===== src/rtl/fpmul_round_pack_pkg.sv =====
// Shared types and constants for the FP back ends: EXE bus bundle, rounding modes, fflags layout.
package riscv_types;

  localparam int unsigned XADDR_W = 5;

  typedef struct packed {
    logic [XADDR_W-1:0] rd;
    logic               reg_write;
    logic               FP_reg_write;
    logic [3:0]         op_tag;
  } exe_p_mux_bus_type;

  localparam logic [2:0] RM_RNE = 3'b000;
  localparam logic [2:0] RM_RTZ = 3'b001;
  localparam logic [2:0] RM_RDN = 3'b010;
  localparam logic [2:0] RM_RUP = 3'b011;
  localparam logic [2:0] RM_RMM = 3'b100;

  localparam logic [31:0] FP_CANON_NAN = 32'h7FC00000;

  typedef enum int unsigned {
    FF_NX = 0,
    FF_UF = 1,
    FF_OF = 2,
    FF_DZ = 3,
    FF_NV = 4
  } fflag_idx_e;

  typedef struct packed {
    logic [23:0]       sum;
    logic [7:0]        exp;
    logic              sign;
    logic              inexact;
    logic              is_nan;
    logic              nv;
    logic              is_inf;
    logic              is_zero;
    logic [2:0]        rm;
    logic              p;
    exe_p_mux_bus_type bus;
  } rp_stage1_t;

endpackage


===== src/rtl/fpmul_round_pack_if.sv =====
// Unrounded operand bundle handed from the fpmul front end to the round/pack back end.
interface fpmul_round_pack_if;
  logic        sign_i;
  logic [7:0]  exp_i;
  logic [46:0] mant_i;
  logic        is_NaN_i;
  logic        nv_i;
  logic        is_inf_i;
  logic        is_zero_i;

  modport master (output sign_i, exp_i, mant_i, is_NaN_i, nv_i, is_inf_i, is_zero_i);
  modport slave  (input  sign_i, exp_i, mant_i, is_NaN_i, nv_i, is_inf_i, is_zero_i);
endinterface


===== src/rtl/fp_round_decide.sv =====
// Round-increment decision shared by the FP back ends; reserved modes fall back to RNE.
module fp_round_decide
  import riscv_types::*;
(
  input  logic [2:0] rm,
  input  logic       sign,
  input  logic       lsb,
  input  logic       g,
  input  logic       s,
  output logic       up
);

  always_comb begin
    up = 1'b0;
    case (rm)
      RM_RTZ:  up = 1'b0;
      RM_RDN:  up = (g | s) & sign;
      RM_RUP:  up = (g | s) & ~sign;
      RM_RMM:  up = g;
      default: up = g & (s | lsb);
    endcase
  end

endmodule


===== src/rtl/fpmul_round_pack.sv =====
// FP multiply back end: stage 1 decides rounding, stage 2 packs binary32 and fflags.
module fpmul_round_pack
  import riscv_types::*;
#(
  parameter int unsigned addr_width = 5,
  parameter int unsigned num_rds    = 2
) (
  input  logic                                 clk,
  input  logic                                 rst_n,
  input  logic                                 en,
  input  logic [num_rds-1:0]                   clear,
  fpmul_round_pack_if.slave                    fe,
  input  logic [2:0]                           rm,
  input  logic                                 P_signal,
  input  exe_p_mux_bus_type                    pipeline_signals_i,
  output logic [31:0]                          result_o,
  output logic [4:0]                           fflags_o,
  output logic                                 P_O_signal,
  output exe_p_mux_bus_type                    pipeline_signals_o,
  output logic [num_rds-1:0][addr_width-1:0]   uu_rd,
  output logic [num_rds-1:0]                   uu_reg_write,
  output logic [num_rds-1:0]                   uu_FP_reg_write
);

  logic              w_up;
  rp_stage1_t        w_s1;
  rp_stage1_t        r_s1;

  logic              w_carry;
  logic [8:0]        w_exp9;
  logic [22:0]       w_frac;
  logic              w_ovf;
  logic              w_to_inf;
  logic [31:0]       w_result;
  logic [4:0]        w_fflags;

  logic [31:0]       r_result;
  logic [4:0]        r_fflags;
  logic              r_p;
  exe_p_mux_bus_type r_bus;

  fp_round_decide u_round (
    .rm   (rm),
    .sign (fe.sign_i),
    .lsb  (fe.mant_i[24]),
    .g    (fe.mant_i[23]),
    .s    (|fe.mant_i[22:0]),
    .up   (w_up)
  );

  always_comb begin
    w_s1         = '0;
    w_s1.sum     = {1'b0, fe.mant_i[46:24]} + {23'b0, w_up};
    w_s1.exp     = fe.exp_i;
    w_s1.sign    = fe.sign_i;
    w_s1.inexact = fe.mant_i[23] | (|fe.mant_i[22:0]);
    w_s1.is_nan  = fe.is_NaN_i;
    w_s1.nv      = fe.nv_i;
    w_s1.is_inf  = fe.is_inf_i;
    w_s1.is_zero = fe.is_zero_i;
    w_s1.rm      = rm;
    w_s1.p       = P_signal;
    w_s1.bus     = pipeline_signals_i;
  end

  always_ff @(posedge clk or negedge rst_n) begin
    if (!rst_n)        r_s1 <= '0;
    else if (clear[1]) r_s1 <= '0;
    else if (en)       r_s1 <= w_s1;
  end

  // Mantissa carry-out bumps the exponent; this also lifts exp=0 to the smallest normal.
  assign w_carry = r_s1.sum[23];
  assign w_exp9  = {1'b0, r_s1.exp} + {8'b0, w_carry};
  assign w_frac  = w_carry ? '0 : r_s1.sum[22:0];
  assign w_ovf   = (w_exp9 >= 9'h0FF);

  always_comb begin
    w_to_inf = 1'b1;
    case (r_s1.rm)
      RM_RTZ:  w_to_inf = 1'b0;
      RM_RDN:  w_to_inf = r_s1.sign;
      RM_RUP:  w_to_inf = ~r_s1.sign;
      default: w_to_inf = 1'b1;
    endcase
  end

  always_comb begin
    w_result = '0;
    w_fflags = '0;
    if (r_s1.is_nan) begin
      w_result        = FP_CANON_NAN;
      w_fflags[FF_NV] = r_s1.nv;
    end else if (r_s1.is_inf) begin
      w_result = {r_s1.sign, 8'hFF, 23'h0};
    end else if (r_s1.is_zero) begin
      w_result = {r_s1.sign, 31'h0};
    end else if (w_ovf) begin
      w_result        = w_to_inf ? {r_s1.sign, 8'hFF, 23'h0} : {r_s1.sign, 8'hFE, 23'h7FFFFF};
      w_fflags[FF_OF] = 1'b1;
      w_fflags[FF_NX] = 1'b1;
    end else begin
      w_result        = {r_s1.sign, w_exp9[7:0], w_frac};
      w_fflags[FF_UF] = (w_exp9[7:0] == 8'h00) & r_s1.inexact;
      w_fflags[FF_NX] = r_s1.inexact;
    end
  end

  always_ff @(posedge clk or negedge rst_n) begin
    if (!rst_n) begin
      r_result <= '0;
      r_fflags <= '0;
      r_p      <= 1'b0;
      r_bus    <= '0;
    end else if (clear[0]) begin
      r_result <= '0;
      r_fflags <= '0;
      r_p      <= 1'b0;
      r_bus    <= '0;
    end else if (en) begin
      r_result <= w_result;
      r_fflags <= w_fflags;
      r_p      <= r_s1.p;
      r_bus    <= r_s1.bus;
    end
  end

  assign result_o           = r_result;
  assign fflags_o           = r_fflags;
  assign P_O_signal         = r_p;
  assign pipeline_signals_o = r_bus;

  assign uu_rd[1]           = addr_width'(r_s1.bus.rd);
  assign uu_rd[0]           = addr_width'(r_bus.rd);
  assign uu_reg_write[1]    = r_s1.bus.reg_write;
  assign uu_reg_write[0]    = r_bus.reg_write;
  assign uu_FP_reg_write[1] = r_s1.bus.FP_reg_write;
  assign uu_FP_reg_write[0] = r_bus.FP_reg_write;

endmodule


===== src/flat_wrapper.sv =====
// flat-port wrapper written by rule: the top's interface ports become plain ports
module fpmul_round_pack_flat import riscv_types::*;
#(
  parameter int unsigned addr_width = 5,
  parameter int unsigned num_rds    = 2
)
  (clk, rst_n, en, clear, rm, P_signal, pipeline_signals_i, result_o, fflags_o, P_O_signal, pipeline_signals_o, uu_rd, uu_reg_write, uu_FP_reg_write, fe_sign_i, fe_exp_i, fe_mant_i, fe_is_NaN_i, fe_nv_i, fe_is_inf_i, fe_is_zero_i);
  fpmul_round_pack_if fe_i ();
  input  logic clk;
  input  logic rst_n;
  input  logic en;
  input  logic [num_rds-1:0] clear;
  input  logic [2:0] rm;
  input  logic P_signal;
  input  exe_p_mux_bus_type pipeline_signals_i;
  output logic [31:0] result_o;
  output logic [4:0] fflags_o;
  output logic P_O_signal;
  output exe_p_mux_bus_type pipeline_signals_o;
  output logic [num_rds-1:0][addr_width-1:0] uu_rd;
  output logic [num_rds-1:0] uu_reg_write;
  output logic [num_rds-1:0] uu_FP_reg_write;
  input wire logic [$bits(fe_i.sign_i)-1:0] fe_sign_i;
  input wire logic [$bits(fe_i.exp_i)-1:0] fe_exp_i;
  input wire logic [$bits(fe_i.mant_i)-1:0] fe_mant_i;
  input wire logic [$bits(fe_i.is_NaN_i)-1:0] fe_is_NaN_i;
  input wire logic [$bits(fe_i.nv_i)-1:0] fe_nv_i;
  input wire logic [$bits(fe_i.is_inf_i)-1:0] fe_is_inf_i;
  input wire logic [$bits(fe_i.is_zero_i)-1:0] fe_is_zero_i;
  assign fe_i.sign_i = fe_sign_i;
  assign fe_i.exp_i = fe_exp_i;
  assign fe_i.mant_i = fe_mant_i;
  assign fe_i.is_NaN_i = fe_is_NaN_i;
  assign fe_i.nv_i = fe_nv_i;
  assign fe_i.is_inf_i = fe_is_inf_i;
  assign fe_i.is_zero_i = fe_is_zero_i;
  fpmul_round_pack #(.addr_width(addr_width), .num_rds(num_rds)) u_core (.clk(clk), .rst_n(rst_n), .en(en), .clear(clear), .fe(fe_i), .rm(rm), .P_signal(P_signal), .pipeline_signals_i(pipeline_signals_i), .result_o(result_o), .fflags_o(fflags_o), .P_O_signal(P_O_signal), .pipeline_signals_o(pipeline_signals_o), .uu_rd(uu_rd), .uu_reg_write(uu_reg_write), .uu_FP_reg_write(uu_FP_reg_write));
endmodule

===== config.mk =====
export PLATFORM = sky130hd
export DESIGN_NAME = fpmul_round_pack_flat
export DESIGN_NICKNAME = d
export VERILOG_FILES = /design/src/rtl/fpmul_round_pack_pkg.sv /design/src/rtl/fpmul_round_pack_if.sv /design/src/rtl/fp_round_decide.sv /design/src/rtl/fpmul_round_pack.sv /design/src/flat_wrapper.sv
export SDC_FILE = /design/constraint.sdc
export NUM_CORES = 1
export LEC_CHECK = 0
export ABC_AREA = 1
export CORE_ASPECT_RATIO = 1.25
export CORE_MARGIN = 1.5
export CORE_UTILIZATION = 48
export DETAILED_ROUTE_END_ITERATION = 7
export PLACE_DENSITY_LB_ADDON = 0.1
export SKIP_CTS_REPAIR_TIMING = 1
export SLEW_MARGIN = 20
export SYNTH_ARGS = -nofsm -noshare
export SYNTH_HDL_FRONTEND = slang
export SYNTH_SLANG_ARGS = --single-unit
export TNS_END_PERCENT = 1

===== constraint.sdc =====
create_clock -name clk -period 2.8 [get_ports clk]
set_input_delay 0.56 -clock clk [delete_from_list [all_inputs] [get_ports clk]]
set_output_delay 0.56 -clock clk [all_outputs]
set_load 0.02 [all_outputs]

==> out/metrics.csv <==
stage,metric,value,unit
global_routing,GRT met1 Usage,0.312,
setup_path,peak fanout along the critical path,4,
power,Pleak,0.00335,uW
yosys,main flop type after synthesis,dfrtp_1,
detailed_routing,DR vias/cell,5.29,
place,DP Area,6660,um^2
timing,# setup viols final,0,
power,maximum vdd drop,314,uV
hold_path,type of the worst min-delay path,in2async,
die,row count,42,
global_routing,Total GRT Usage,0.243,
global_routing,grt met2 use,0.403,
yosys,Area contributors post-synth,"dfrtp_1 49%, nand2_1 11%, o21ai_0 5.4%",
cells_and_area,Final Cell Area,7160,um^2
die,height of the die,119,um
yosys,Syn Nets,678,
power,Pwr Density,470,nW/um^2
yosys,Mapped Cells,594,
setup_path,"Critical Path, Cell by Cell","clkdlybuf4s50_1, nor4_4, nand3_1, nor2_2, o21ai_1, ha_2, buf_6, nand3_4, nor2_4, nand2_2, nor2_4, nand3_2, nor2_4, nand2_2, nor2_4, nor2_2, nor2_1, nand2_1, nand2_1",
yosys,count of state elements after synthesis,101,
yosys,share of flip-flops with an asynchronous set or reset,1.00,
setup_path,Crit path top cell by count,nor2_4,
global_routing,grt ovf,0,
cells_and_area,Register Area,2530,um^2
timing,Slew headroom,0.439,
clock_network,TritonCTS Buffers,9,
power,Pwr Total,3360,uW
timing,Final Hold Fails,0,
die,initial core utilization,0.488,
timing,Hold WS,0.220,ns
cells_and_area,diode count,0,
cells_and_area,fraction of layout cells with a size suffix above 1,0.152,
yosys,Mapped Avg Cell Area,8.64,um^2
clock_network,CTS tree,done,
timing,fmax,373,MHz
yosys,Ys Warns,0,
clock_network,clock latency on the worst-skew pair,0.35,ns
timing,Worst Max-Slew Pin Slew,0.841,ns
detailed_routing,Routed Antenna Nets,0,
detailed_routing,1st-pass router iterations,5,
setup_path,Worst Path Arrival,2.97,ns
place,RD Place Congestion,0.910,
yosys,Post-synth top cells,"157 x nand2_1, 101 x dfrtp_1, 55 x o21ai_0",
global_routing,met3 Resource Use GR,0.0450,
die,die width,95.5,um
yosys,most frequent cell after synthesis,nand2_1,
yosys,register area share after synthesis,0.492,
cells_and_area,area occupied by multi-input gates,2260,um^2
yosys,"Distinct cells, synth",42,
place,I/O Buffers,141,
global_routing,first-pass GRT wire length,21500,um
timing,clk_skew,0.00795,ns
detailed_routing,drt total wl,13300,um
global_routing,antenna violations before repair,0,
setup_path,crit-path leading delay family,simple AND/OR/NAND/NOR gates,
cells_and_area,area delta synth->final,39.4,%
setup_path,CP Class,in2reg,
job,Max-Cap Viols,0,
cells_and_area,Fill cells,859,
setup_path,CP required,3.09,ns
detailed_routing,post-route DRC violation count,0,
die,core footprint,10500,um^2
timing,fin crit period,2.68,ns
clock_network,CTS root buf,clkbuf_16,
clock_network,CTS Buffer Depth,2,
die,DIE AREA,11300,um^2
run_status,status,"complete, no violations",
cells_and_area,Final #Nets,820,
setup_path,CP max-delay cell,clkdlybuf4s50_1,
clock_network,H-tree Lvls,3,
detailed_routing,detailed-route via count,4615,
yosys,leading area contributor after synthesis,dfrtp_1,
yosys,number of flops mapped to enable cells by yosys,0,
timing,Final Cycle Share,0.956,
timing,Setup TNS,0,ns
detailed_routing,Detailed Route Iter0 Violations,231,
detailed_routing,wire length per cell,15.2,um
setup_path,CP max stage delay,0.51,ns
yosys,"Cell Area, Synth",5130,um^2
setup_path,Worst setup EP type,flop,
yosys,post-synth top area share,0.492,
cells_and_area,post-layout util,0.681,
clock_network,clock transition at the registers of the reported paths,0.07,ns
global_routing,Most Crowded Layer GR,met2,
global_routing,largest net degree at the start of global routing,55,
setup_path,buffers and inverters on the worst path,2,
place,hpwl dp,9420,um
global_routing,number of global-route vias before repair,4487,
timing,"Slew Viols, Final",0,
clock_network,clock sinks,101,
die,I/O Pins,143,
setup_path,CP startpoint kind,primary input,
==> final timing paths <==
check	from	end	slack [ns]	cells past startpoint
setup / recovery	fe_mant_i[20]	u_core.r_s1[48]	0.12	19
hold / removal	rst_n	u_core.pipeline_signals_o[8]	0.22	1
setup reg to reg	u_core.r_s1[21]	u_core.result_o[0]	0.44	14
hold reg to reg	u_core.result_o[26]	u_core.result_o[26]	0.48	2
max in group asynchronous	rst_n	u_core.r_s1[39]	1.85	2
min in group clk	u_core.result_o[26]	u_core.result_o[26]	0.48	2
==> area by class of cell <==
cell class              count  share of cell area
clock buffers              11              0.0339
clock inverters             5             0.00822
multi-input cells         398               0.316
inverters                  58              0.0304
well taps                 132              0.0231
repair buffers            168               0.235
flip-flops and latches    101               0.353
==> power by group <==
group / total, uW / switching (uW) / leakage, uW / internal, uW
sequential: 1570 / 41.8 / 0.00137 / 1530
combinational: 521 / 282 / 0.00184 / 239
clock: 1270 / 555 / 0.000142 / 720
total: 3360 / 879 / 0.00335 / 2480
==> metal layers <==
layer	share of wire	routed length (um)	vias up
met3	0.053	705	22
met5	0	0	-
met2	0.51	6780	124
met4	0.022	289	0
met1	0.42	5520	2234
li1	-	-	2235
==> stage by stage <==
stage / setup slack (ns) / instances
2_1_floorplan: 0.335 / 594
3_3_place_gp: -0.265 / 851
3_5_place_dp: -0.352 / 851
4_1_cts: -0.00128 / 867
5_1_grt: -0.0378 / 873
6_report: 0.122 / 873
==> cell families (layout without fill, tap and decap cells) <==
kind of cell,count (synthesis),after routing,share of synthesized area
and+or+nand+nor,253,253,0.239
AOI/OAI and AO/OA,138,138,0.166
DFF,101,101,0.492
buffers and inverters,95,242,0.0882
adders and majority gates,4,4,0.00975
xor gates and xnor gates,2,2,0.00341
other,1,1,0.000730
==> sequential cells by signal (all words and copies together) (netlist names) <==
| register | cells |
|---|---|
| u_core.result_o | 32 |
| u_core.r_s1 | 46 |
| u_core.P_O_signal | 1 |
| u_core.fflags_o | 4 |
| u_core.pipeline_signals_o | 11 |
| u_core.uu_FP_reg_write | 1 |
| u_core.uu_reg_write | 1 |
| u_core.uu_rd | 5 |
==> cell usage in the layout, fill, tap and decap left out, types with 3 or more instances in the layout <==
cell	n
nand4_1	7
o21ai_1	8
a21oi_1	28
nand3_2	4
nor4_1	3
nand3_1	23
nor4_2	3
dfrtp_1	101
dlymetal6s2s_1	22
and2_1	3
nand2_1	155
nand2_2	8
a32o_1	5
clkbuf_16	9
inv_2	6
a21boi_0	5
o31ai_1	3
o21ai_2	20
nand2_8	3
nor2_2	5
nor2_4	10
a22o_1	7
o21ai_0	52
nor3_1	3
inv_1	51
o22ai_1	5
clkdlybuf4s50_1	118
buf_4	26
nor2_1	17
Note: power is estimated with default switching activity, not from simulation.
